===== src/rtl/eth_tx_arbiter.sv =====
// rtl/eth_tx_arbiter.sv - two-requester round-robin RMII transmit arbiter with preamble and IFG
module eth_tx_arbiter #(
    parameter int CLK_DIV    = 4,
    parameter int IFG_DIBITS = 48
) (
    input  logic       clk_200_mhz,
    input  logic       rst,
    input  logic       s0_valid,
    input  logic [7:0] s0_data,
    input  logic       s0_last,
    output logic       s0_ready,
    input  logic       s1_valid,
    input  logic [7:0] s1_data,
    input  logic       s1_last,
    output logic       s1_ready,
    output logic       tx_e,
    output logic [1:0] tx_d,
    output logic [1:0] grant,
    output logic       underrun
);

    localparam int CW = (CLK_DIV > 1) ? $clog2(CLK_DIV) : 1;
    localparam int IW = $clog2(IFG_DIBITS + 1);
    localparam logic [CW-1:0] CNT_MAX = CW'(CLK_DIV - 1);
    localparam logic [IW-1:0] IFG_END = IW'(IFG_DIBITS - 1);

    localparam logic [1:0] ST_IDLE     = 2'd0;
    localparam logic [1:0] ST_PREAMBLE = 2'd1;
    localparam logic [1:0] ST_DATA     = 2'd2;
    localparam logic [1:0] ST_IFG      = 2'd3;

    logic [1:0]    state;
    logic [CW-1:0] slot_cnt;
    logic [4:0]    pre_cnt;
    logic [1:0]    dib_cnt;
    logic [5:0]    shift;
    logic          last_seen;
    logic [IW-1:0] ifg_cnt;
    logic          rr_prio;

    logic       tick;
    logic       sel_valid;
    logic [7:0] sel_data;
    logic       sel_last;
    logic       byte_start;
    logic       take;
    logic       pick1;

    assign tick       = (slot_cnt == CNT_MAX);
    assign sel_valid  = grant[1] ? s1_valid : s0_valid;
    assign sel_data   = grant[1] ? s1_data  : s0_data;
    assign sel_last   = grant[1] ? s1_last  : s0_last;
    assign byte_start = tick && (state == ST_DATA) && (dib_cnt == 2'd0) && !last_seen;
    assign take       = byte_start && sel_valid;
    assign s0_ready   = !rst && take && grant[0];
    assign s1_ready   = !rst && take && grant[1];
    // rr_prio names the requester that wins a tie; it flips away from each winner
    assign pick1      = s1_valid && (!s0_valid || rr_prio);

    always_ff @(posedge clk_200_mhz) begin
        if (rst) begin
            state     <= ST_IDLE;
            slot_cnt  <= '0;
            pre_cnt   <= '0;
            dib_cnt   <= '0;
            shift     <= '0;
            last_seen <= 1'b0;
            ifg_cnt   <= '0;
            rr_prio   <= 1'b0;
            tx_e      <= 1'b0;
            tx_d      <= 2'b00;
            grant     <= 2'b00;
            underrun  <= 1'b0;
        end else begin
            underrun <= 1'b0;
            slot_cnt <= tick ? '0 : slot_cnt + CW'(1);
            if (tick) begin
                case (state)
                    ST_IDLE: begin
                        if (s0_valid || s1_valid) begin
                            grant   <= pick1 ? 2'b10 : 2'b01;
                            rr_prio <= !pick1;
                            tx_e    <= 1'b1;
                            tx_d    <= 2'b01;
                            pre_cnt <= 5'd1;
                            state   <= ST_PREAMBLE;
                        end
                    end
                    ST_PREAMBLE: begin
                        if (pre_cnt == 5'd31) begin
                            tx_d      <= 2'b11;
                            dib_cnt   <= 2'd0;
                            last_seen <= 1'b0;
                            state     <= ST_DATA;
                        end else begin
                            tx_d    <= 2'b01;
                            pre_cnt <= pre_cnt + 5'd1;
                        end
                    end
                    ST_DATA: begin
                        if (dib_cnt == 2'd0) begin
                            if (!last_seen && sel_valid) begin
                                tx_d      <= sel_data[1:0];
                                shift     <= sel_data[7:2];
                                last_seen <= sel_last;
                                dib_cnt   <= 2'd1;
                            end else begin
                                // either the last byte has fully gone out or the owner starved us
                                underrun <= !last_seen;
                                tx_e     <= 1'b0;
                                tx_d     <= 2'b00;
                                grant    <= 2'b00;
                                ifg_cnt  <= IW'(1);
                                state    <= ST_IFG;
                            end
                        end else begin
                            tx_d    <= shift[1:0];
                            shift   <= {2'b00, shift[5:2]};
                            dib_cnt <= dib_cnt + 2'd1;
                        end
                    end
                    default: begin
                        // leave one tick early so the first IDLE tick lands on slot IFG_DIBITS+1
                        if (ifg_cnt >= IFG_END) begin
                            state <= ST_IDLE;
                        end else begin
                            ifg_cnt <= ifg_cnt + IW'(1);
                        end
                    end
                endcase
            end
        end
    end

endmodule


===== config.mk =====
export PLATFORM = sky130hd
export DESIGN_NAME = eth_tx_arbiter
export DESIGN_NICKNAME = d
export VERILOG_FILES = /design/src/rtl/eth_tx_arbiter.sv
export SDC_FILE = /design/constraint.sdc
export NUM_CORES = 1
export LEC_CHECK = 0
export ABC_AREA = 1
export BUFFER_PORTS_ARGS = -buffer_cell sky130_fd_sc_hd__buf_2
export CAP_MARGIN = 20
export CELL_PAD_IN_SITES_DETAIL_PLACEMENT = 0
export CELL_PAD_IN_SITES_GLOBAL_PLACEMENT = 1
export CORE_ASPECT_RATIO = 1.2
export CORE_MARGIN = 8
export CORE_UTILIZATION = 42
export DETAILED_ROUTE_END_ITERATION = 8
export PLACE_DENSITY = 0.81
export SLEW_MARGIN = 20
export SYNTH_ARGS = -nofsm -noshare
export SYNTH_HDL_FRONTEND = slang
export SYNTH_SLANG_ARGS = --single-unit

===== constraint.sdc =====
create_clock -name clk_200_mhz -period 4.85 [get_ports clk_200_mhz]
set_clock_uncertainty 0.15 [all_clocks]
set_input_delay 0.7275 -clock clk_200_mhz [delete_from_list [all_inputs] [get_ports clk_200_mhz]]
set_output_delay 0.7275 -clock clk_200_mhz [all_outputs]
set_load 0.01 [all_outputs]

==> results of run 1 <==
-- path summary, 6_finish.rpt --
path                          start                     end  slack [ps]  depth (start not counted)
max           state[0]$_SDFFE_PP0P_                s1_ready        1960                          7
min          slot_cnt[0]$_SDFF_PP0_  slot_cnt[0]$_SDFF_PP0_         280                          1
max reg2reg   state[0]$_SDFFE_PP0P_   shift[5]$_SDFFE_PP0P_        2700                          7
min reg2reg  slot_cnt[0]$_SDFF_PP0_  slot_cnt[0]$_SDFF_PP0_         280                          1
-- cells by family (layout without fill, tap and decap cells) --
logic type                 Yosys count  after routing  share of synthesized area [%]
and+or+nand+nor                    158            158                           38.3
DFF                                 31             31                           33.5
AOI/OAI and AO/OA                   45             45                           13.0
xor gates and xnor gates             1              1                          0.472
buffers and inverters               40             67                           8.64
adders and majority gates            9              9                           6.07
-- flip-flops by register name, indices dropped and copies added, names as in the netlist --
signal     flops
ifg_cnt        6
shift          6
pre_cnt        5
dib_cnt        2
grant          2
slot_cnt       2
state          2
tx_d           2
last_seen      1
rr_prio        1
tx_e           1
underrun       1
-- stage by stage --
| step | power, mW | instance area [um2] |
|---|---|---|
| 6_report | 0.545 | 2110 |
| 4_1_cts | 0.553 | 2110 |
| 3_5_place_dp | 0.345 | 2030 |
| 3_3_place_gp | 0.345 | 2030 |
| 5_1_grt | 0.571 | 2110 |
| 2_1_floorplan | 0.322 | 1850 |
-- per-layer routing --
metal | track usage, % | share of wire [%]
met3 | 3.35 | 4.7
met5 | 0 | 0
met2 | 25.1 | 48
met4 | 5.78 | 1.6
met1 | 15.4 | 46
-- layout make-up --
class / instances / area [um2]
well taps: 56 / 70.1
clock buffers: 6 / 82.6
multi-input cells: 213 / 1070
repair buffers: 29 / 145
inverters: 31 / 118
flip-flops and latches: 31 / 621
clock inverters: 1 / 5.00
fillers: 476 / 2150
-- critical path: cells and delay by family, from the launching register on --
kind | cells | cell delay (ps)
AND/OR/NAND/NOR | 4 | 620
adder cells (fa/ha/maj) | 1 | 560
flip-flops | 1 | 330
buffers and inverters | 2 | 230
-- cells in the final DEF (no fill, tap or decap), drive strengths merged --
cell type and instances:
nand2 73, nor2 44, dfxtp 31, inv 30
nand3 30, buf 29, a21oi 28, o21ai 12
ha 9, nor3 8, clkbuf 6, o21a 4
clkinv 2, xnor2 1, nand3b 1, nor3b 1
nand4 1, o21bai 1
-- power groups by stage --
| stage | Sequential, mW | Clock (mW) | Combinational (mW) |
|---|---|---|---|
| after global routing | 0.266 | 0.220 | 0.0848 |
| after global placement | 0.271 | 0 | 0.0741 |
| final | 0.265 | 0.206 | 0.0738 |
| after floorplan | 0.271 | 0 | 0.0519 |
| after CTS | 0.265 | 0.213 | 0.0743 |
| after detailed placement | 0.271 | 0 | 0.0739 |
==> impl_results.md, run 1 <==
- Outcome: complete, no violations
- # rows: 26
- Largest net degree at the start of global routing: 19
- CTS tree: built
- Total Nets Final: 342
- Fraction of final layout cells sized beyond drive strength 1: 16.1%
- Area leader, netlist: dfxtp_1
- GRT Residual Overflow: 0
- WL final: 4.53 mm
- Port Buffers: 29
- Power share of the sequential group: 48.7%
- Number of global-route vias before repair: 1686
- Least-Margin Pin Slew: 638 ps
- Die height: 88.8 um
- Area of the core: 0.00426 mm2
- Post-route ant nets: 0
- DP Wirelength: 3.44 mm
- Synth Instances: 284
- Startpoint types: flop
- P_leak: 0.943 nW
- DR WL/cell: 12.4 um
- Mean post-synth cell area: 6.53 um2
- RD Place Congestion: 0.800
- Placement Setup Slack: 2200 ps
- Main synth FF type: dfxtp_1
- Slew HR: 57.4%
- Worst min path class: flop to flop
- I/O pin cnt: 30
- Critical path type: flop to primary output
- Hold_buf cts: 0
- CTS buffer count: 5
- Htree depth: 2
- Initial antenna violation count: 0
- Critical path arrival: 2010 ps
- Yosys top cell area share: 33.5%
- Die area: 0.00681 mm2
- RSZ-0062 raised after global routing: no
- CTS max path bufs: 2
- Final setup viols: 0
- Async set-reset flop share out of synthesis: 0%
- Slowest CP cell: ha_1
- Final WS setup: 1960 ps
- Fin. max-slew vios: 0
- Internal Power: 0.398 mW
- Combinational Power Share: 13.5%
- Post-layout util: 49.6%
- Crit-path cells: inv_1, ha_1, nand2_1, nor2_1, nand3_1, nor2_1, buf_2
- Worst-path clk slew: 60 ps
- Slowest stage delay, CP: 560 ps
- FMAX: 346 MHz
- Power per Cell Area: 258 mW/mm2
- Seq cells post-synth: 31
- Fin Hold WS: 281 ps
- Crit path capture type: primary output
- Residual DRC: 0
- Initial core utilization: 43.5%
- Area Overhead vs Synth: 14.0%
- Net Count, Synth: 315
- Vias: 1825
- Clock network fraction of total power: 37.8%
- Setup TNS: 0 ps
- Worst Path Max Fanout: 14
- Max VDD drop: 165 uV
- NetSw: 0.147 mW
- Synth top cells by count: nand2_1 (71), nor2_1 (40), dfxtp_1 (31)
- Clk_lat worst skew: 280 ps
- Placed cells: 360
- Post-CTS Setup Inserts: 0
- Iter 0 DRT Violations: 103
- First-pass iteration count of the detailed router: 4
- Ratio of final minimum period to clock period: 59.6%
- CP required: 3970 ps
- Tmin final: 2890 ps
- Mapped Area: 0.00185 mm2
- Clock sink count: 31
- Unique cell type count in the Yosys netlist: 26
- GRT Total Usage: 13.9%
- Top area cells in the synthesized netlist: dfxtp_1 (33%), nand2_1 (14%), nor2_1 (8.1%), a21oi_1 (7.3%), nand3_1 (7.0%)
- EDFF count, synth: 0
- DR vias/cell: 4.97
- Fin cells: 367
- Post_cts resized: 0
- Final hold violations: 0
- First-pass GRT wire length: 7.76 mm
- Top-count cell post-synth: nand2_1
- Maxcap violations: 0
- Seq/Total Area, Yosys: 33.5%
- Chip width: 76.7 um
- Net Sw Frac: 26.9%
- CP dominant cell by count: nor2_1
- Root buf cell: clkbuf_8
- Synthesis Warnings: 0
- # diodes: 0
(Power assumes the default switching activity.)
==> inputs of run 2 (changes only) <==
CORE_UTILIZATION = 35   (was 42)
PLACE_DENSITY = 0.72   (was 0.81)
clock period = 2.6 ns   (was 4.85 ns; I/O delays follow)
==> impl_results.md, run 2 (synthesis gave the netlist of run 1 again) <==
- Final WS setup: 320 ps
- Layout fillers: 577
- Crit-path cells: inv_2, nand2_1, nand2_1, nand2_1, nor2_1, nand3_1, nor2_1, buf_2
- Fin area: 0.00218 mm2
- I/O pin cnt: 30
- Htree depth: 2
- RSZ-0062 raised after global routing: no
- Startpoint types: flop
- Outcome: complete, no violations
- Hold depth: 1
- Least-Margin Pin Slew: 398 ps
- Most frequent cells in the layout: nand2_1 (71), nor2_1 (40), dfxtp_1 (31), buf_2 (29)
- Worst reg-to-reg setup slack: 670 ps
- Clock sink count: 31
- Ratio of final minimum period to clock period: 87.7%
- CTS buffer count: 5
- Die height: 95.7 um
- DP Wirelength: 3.64 mm
- First-pass iteration count of the detailed router: 4
- Critical R2R Launch: state[0]$_SDFFE_PP0P_
- Clock network fraction of total power: 43.9%
- Initial antenna violation count: 0
- Port Buffers: 29
- NetSw: 0.287 mW
- Number of global-route vias before repair: 1766
- First-pass GRT wire length: 8.00 mm
- Post_cts resized: 0
- Iter 0 DRT Violations: 67
- Worst-path clk slew: 70 ps
- Worst Path Max Fanout: 13
- DR WL/cell: 12.4 um
- Net Sw Frac: 25.3%
- Initial core utilization: 35.7%
- Placed Instance Area: 0.00206 mm2
- Hold Crit Endpoint: slot_cnt[0]$_SDFF_PP0_
- Reg2Reg Depth: 9
- Post-route ant nets: 0
- Residual DRC: 0
- Post-CTS Setup Inserts: 0
- Setup TNS: 0 ps
- Worst min path class: flop to flop
- Die area: 0.00789 mm2
- Maxcap violations: 0
- GRT Residual Overflow: 0
- Vias: 1814
- Critical path arrival: 1740 ps
- Root buf cell: clkbuf_8
- Power share of the sequential group: 43.5%
- Hold_buf cts: 0
- Slew HR: 73.3%
- Power per Cell Area: 521 mW/mm2
- DR vias/cell: 4.80
- Critical path type: flop to primary output
- Final setup viols: 0
- # rows: 29
- RD Place Congestion: 0.808
- WL final: 4.70 mm
- Tmin final: 2280 ps
- Clk_lat worst skew: 280 ps
- Largest net degree at the start of global routing: 18
- Fraction of final layout cells sized beyond drive strength 1: 17.7%
- Fin. max-slew vios: 0
- Max VDD drop: 211 uV
- Hold Crit Start: slot_cnt[0]$_SDFF_PP0_
- Area of the core: 0.00519 mm2
- # diodes: 0
- P_leak: 0.978 nW
- Largest regs: ifg_cnt (6), shift (6), pre_cnt (5)
- Setup crit start: grant[1]$_SDFFE_PP0P_
- CTS tree: built
- Placement Setup Slack: 522 ps
- Crit path capture type: primary output
- GRT Total Usage: 13.0%
- FMAX: 439 MHz
- Total Nets Final: 346
- CP dominant cell by count: nand2_1
- CTS max path bufs: 2
- Slowest CP cell: dfxtp_1
- Final hold violations: 0
- Area Overhead vs Synth: 17.7%
- Internal Power: 0.849 mW
- Combinational Power Share: 12.5%
- Reg-to-Reg End: state[0]$_SDFFE_PP0P_
- CP required: 2060 ps
- Slowest stage delay, CP: 420 ps
- Most common cell after layout, fill and taps aside: nand2_1
- Chip width: 82.4 um
==> run 2: cell count changes in the layout (fill, tap and decap cells not counted) <==
cell | previous run | this run
bufinv_16 | 0 | 1
inv_1 | 28 | 27
inv_2 | 2 | 3
buf_4 | 0 | 4
==> run 2: power by group through the flow <==
| stage | clock network (mW) | registers [mW] | logic [mW] |
|---|---|---|---|
| floorplan | 0 | 0.505 | 0.0968 |
| global placement | 0 | 0.505 | 0.145 |
| detailed placement | 0 | 0.505 | 0.143 |
| CTS | 0.520 | 0.494 | 0.144 |
| global route | 0.536 | 0.496 | 0.162 |
| finish | 0.499 | 0.494 | 0.142 |
==> run 2: worst max-delay path, delay by kind of cell (launching register included) <==
kind	cells	cell delay [ps]
buffers and inverters	2	340
flip-flops	1	420
AND/OR/NAND/NOR	6	700
==> run 2: metrics by stage <==
step           hold slack [ps]  instances  utilization (%)  power (mW)
3_5_place_dp               274        370             39.8       0.649
5_1_grt                    315        378             42.1        1.19
3_3_place_gp               273        370             39.8       0.650
2_1_floorplan              258        284                -       0.601
6_report                   279        378             42.1        1.14
4_1_cts                    284        378             42.1        1.16
==> run 2: worst max path at each step <==
stage,to,slack (ps),depth (start not counted)
after floorplan,s0_ready,860,5
after global placement,s1_ready,580,8
after detailed placement,s1_ready,520,8
after CTS,s1_ready,200,8
after global routing,s0_ready,90,8
final,s0_ready,320,8
==> run 2: layer usage <==
| layer | share of wire [%] | up-vias | track usage [%] |
|---|---|---|---|
| met5 | 0 | - | 0 |
| li1 | - | 975 | - |
| met2 | 47 | 45 | 22.5 |
| met1 | 44 | 790 | 15.0 |
| met3 | 7.8 | 4 | 2.90 |
| met4 | 1.2 | 0 | 4.84 |
==> run 2: layout make-up <==
cell class / instances / area (um2) / share of cell area, %
repair buffers: 33 / 175 / 8.03
multi-input cells: 213 / 1070 / 49.2
inverters: 31 / 118 / 5.39
clock buffers: 6 / 82.6 / 3.78
flip-flops and latches: 31 / 621 / 28.4
clock inverters: 2 / 35.0 / 1.61
well taps: 62 / 77.6 / 3.56
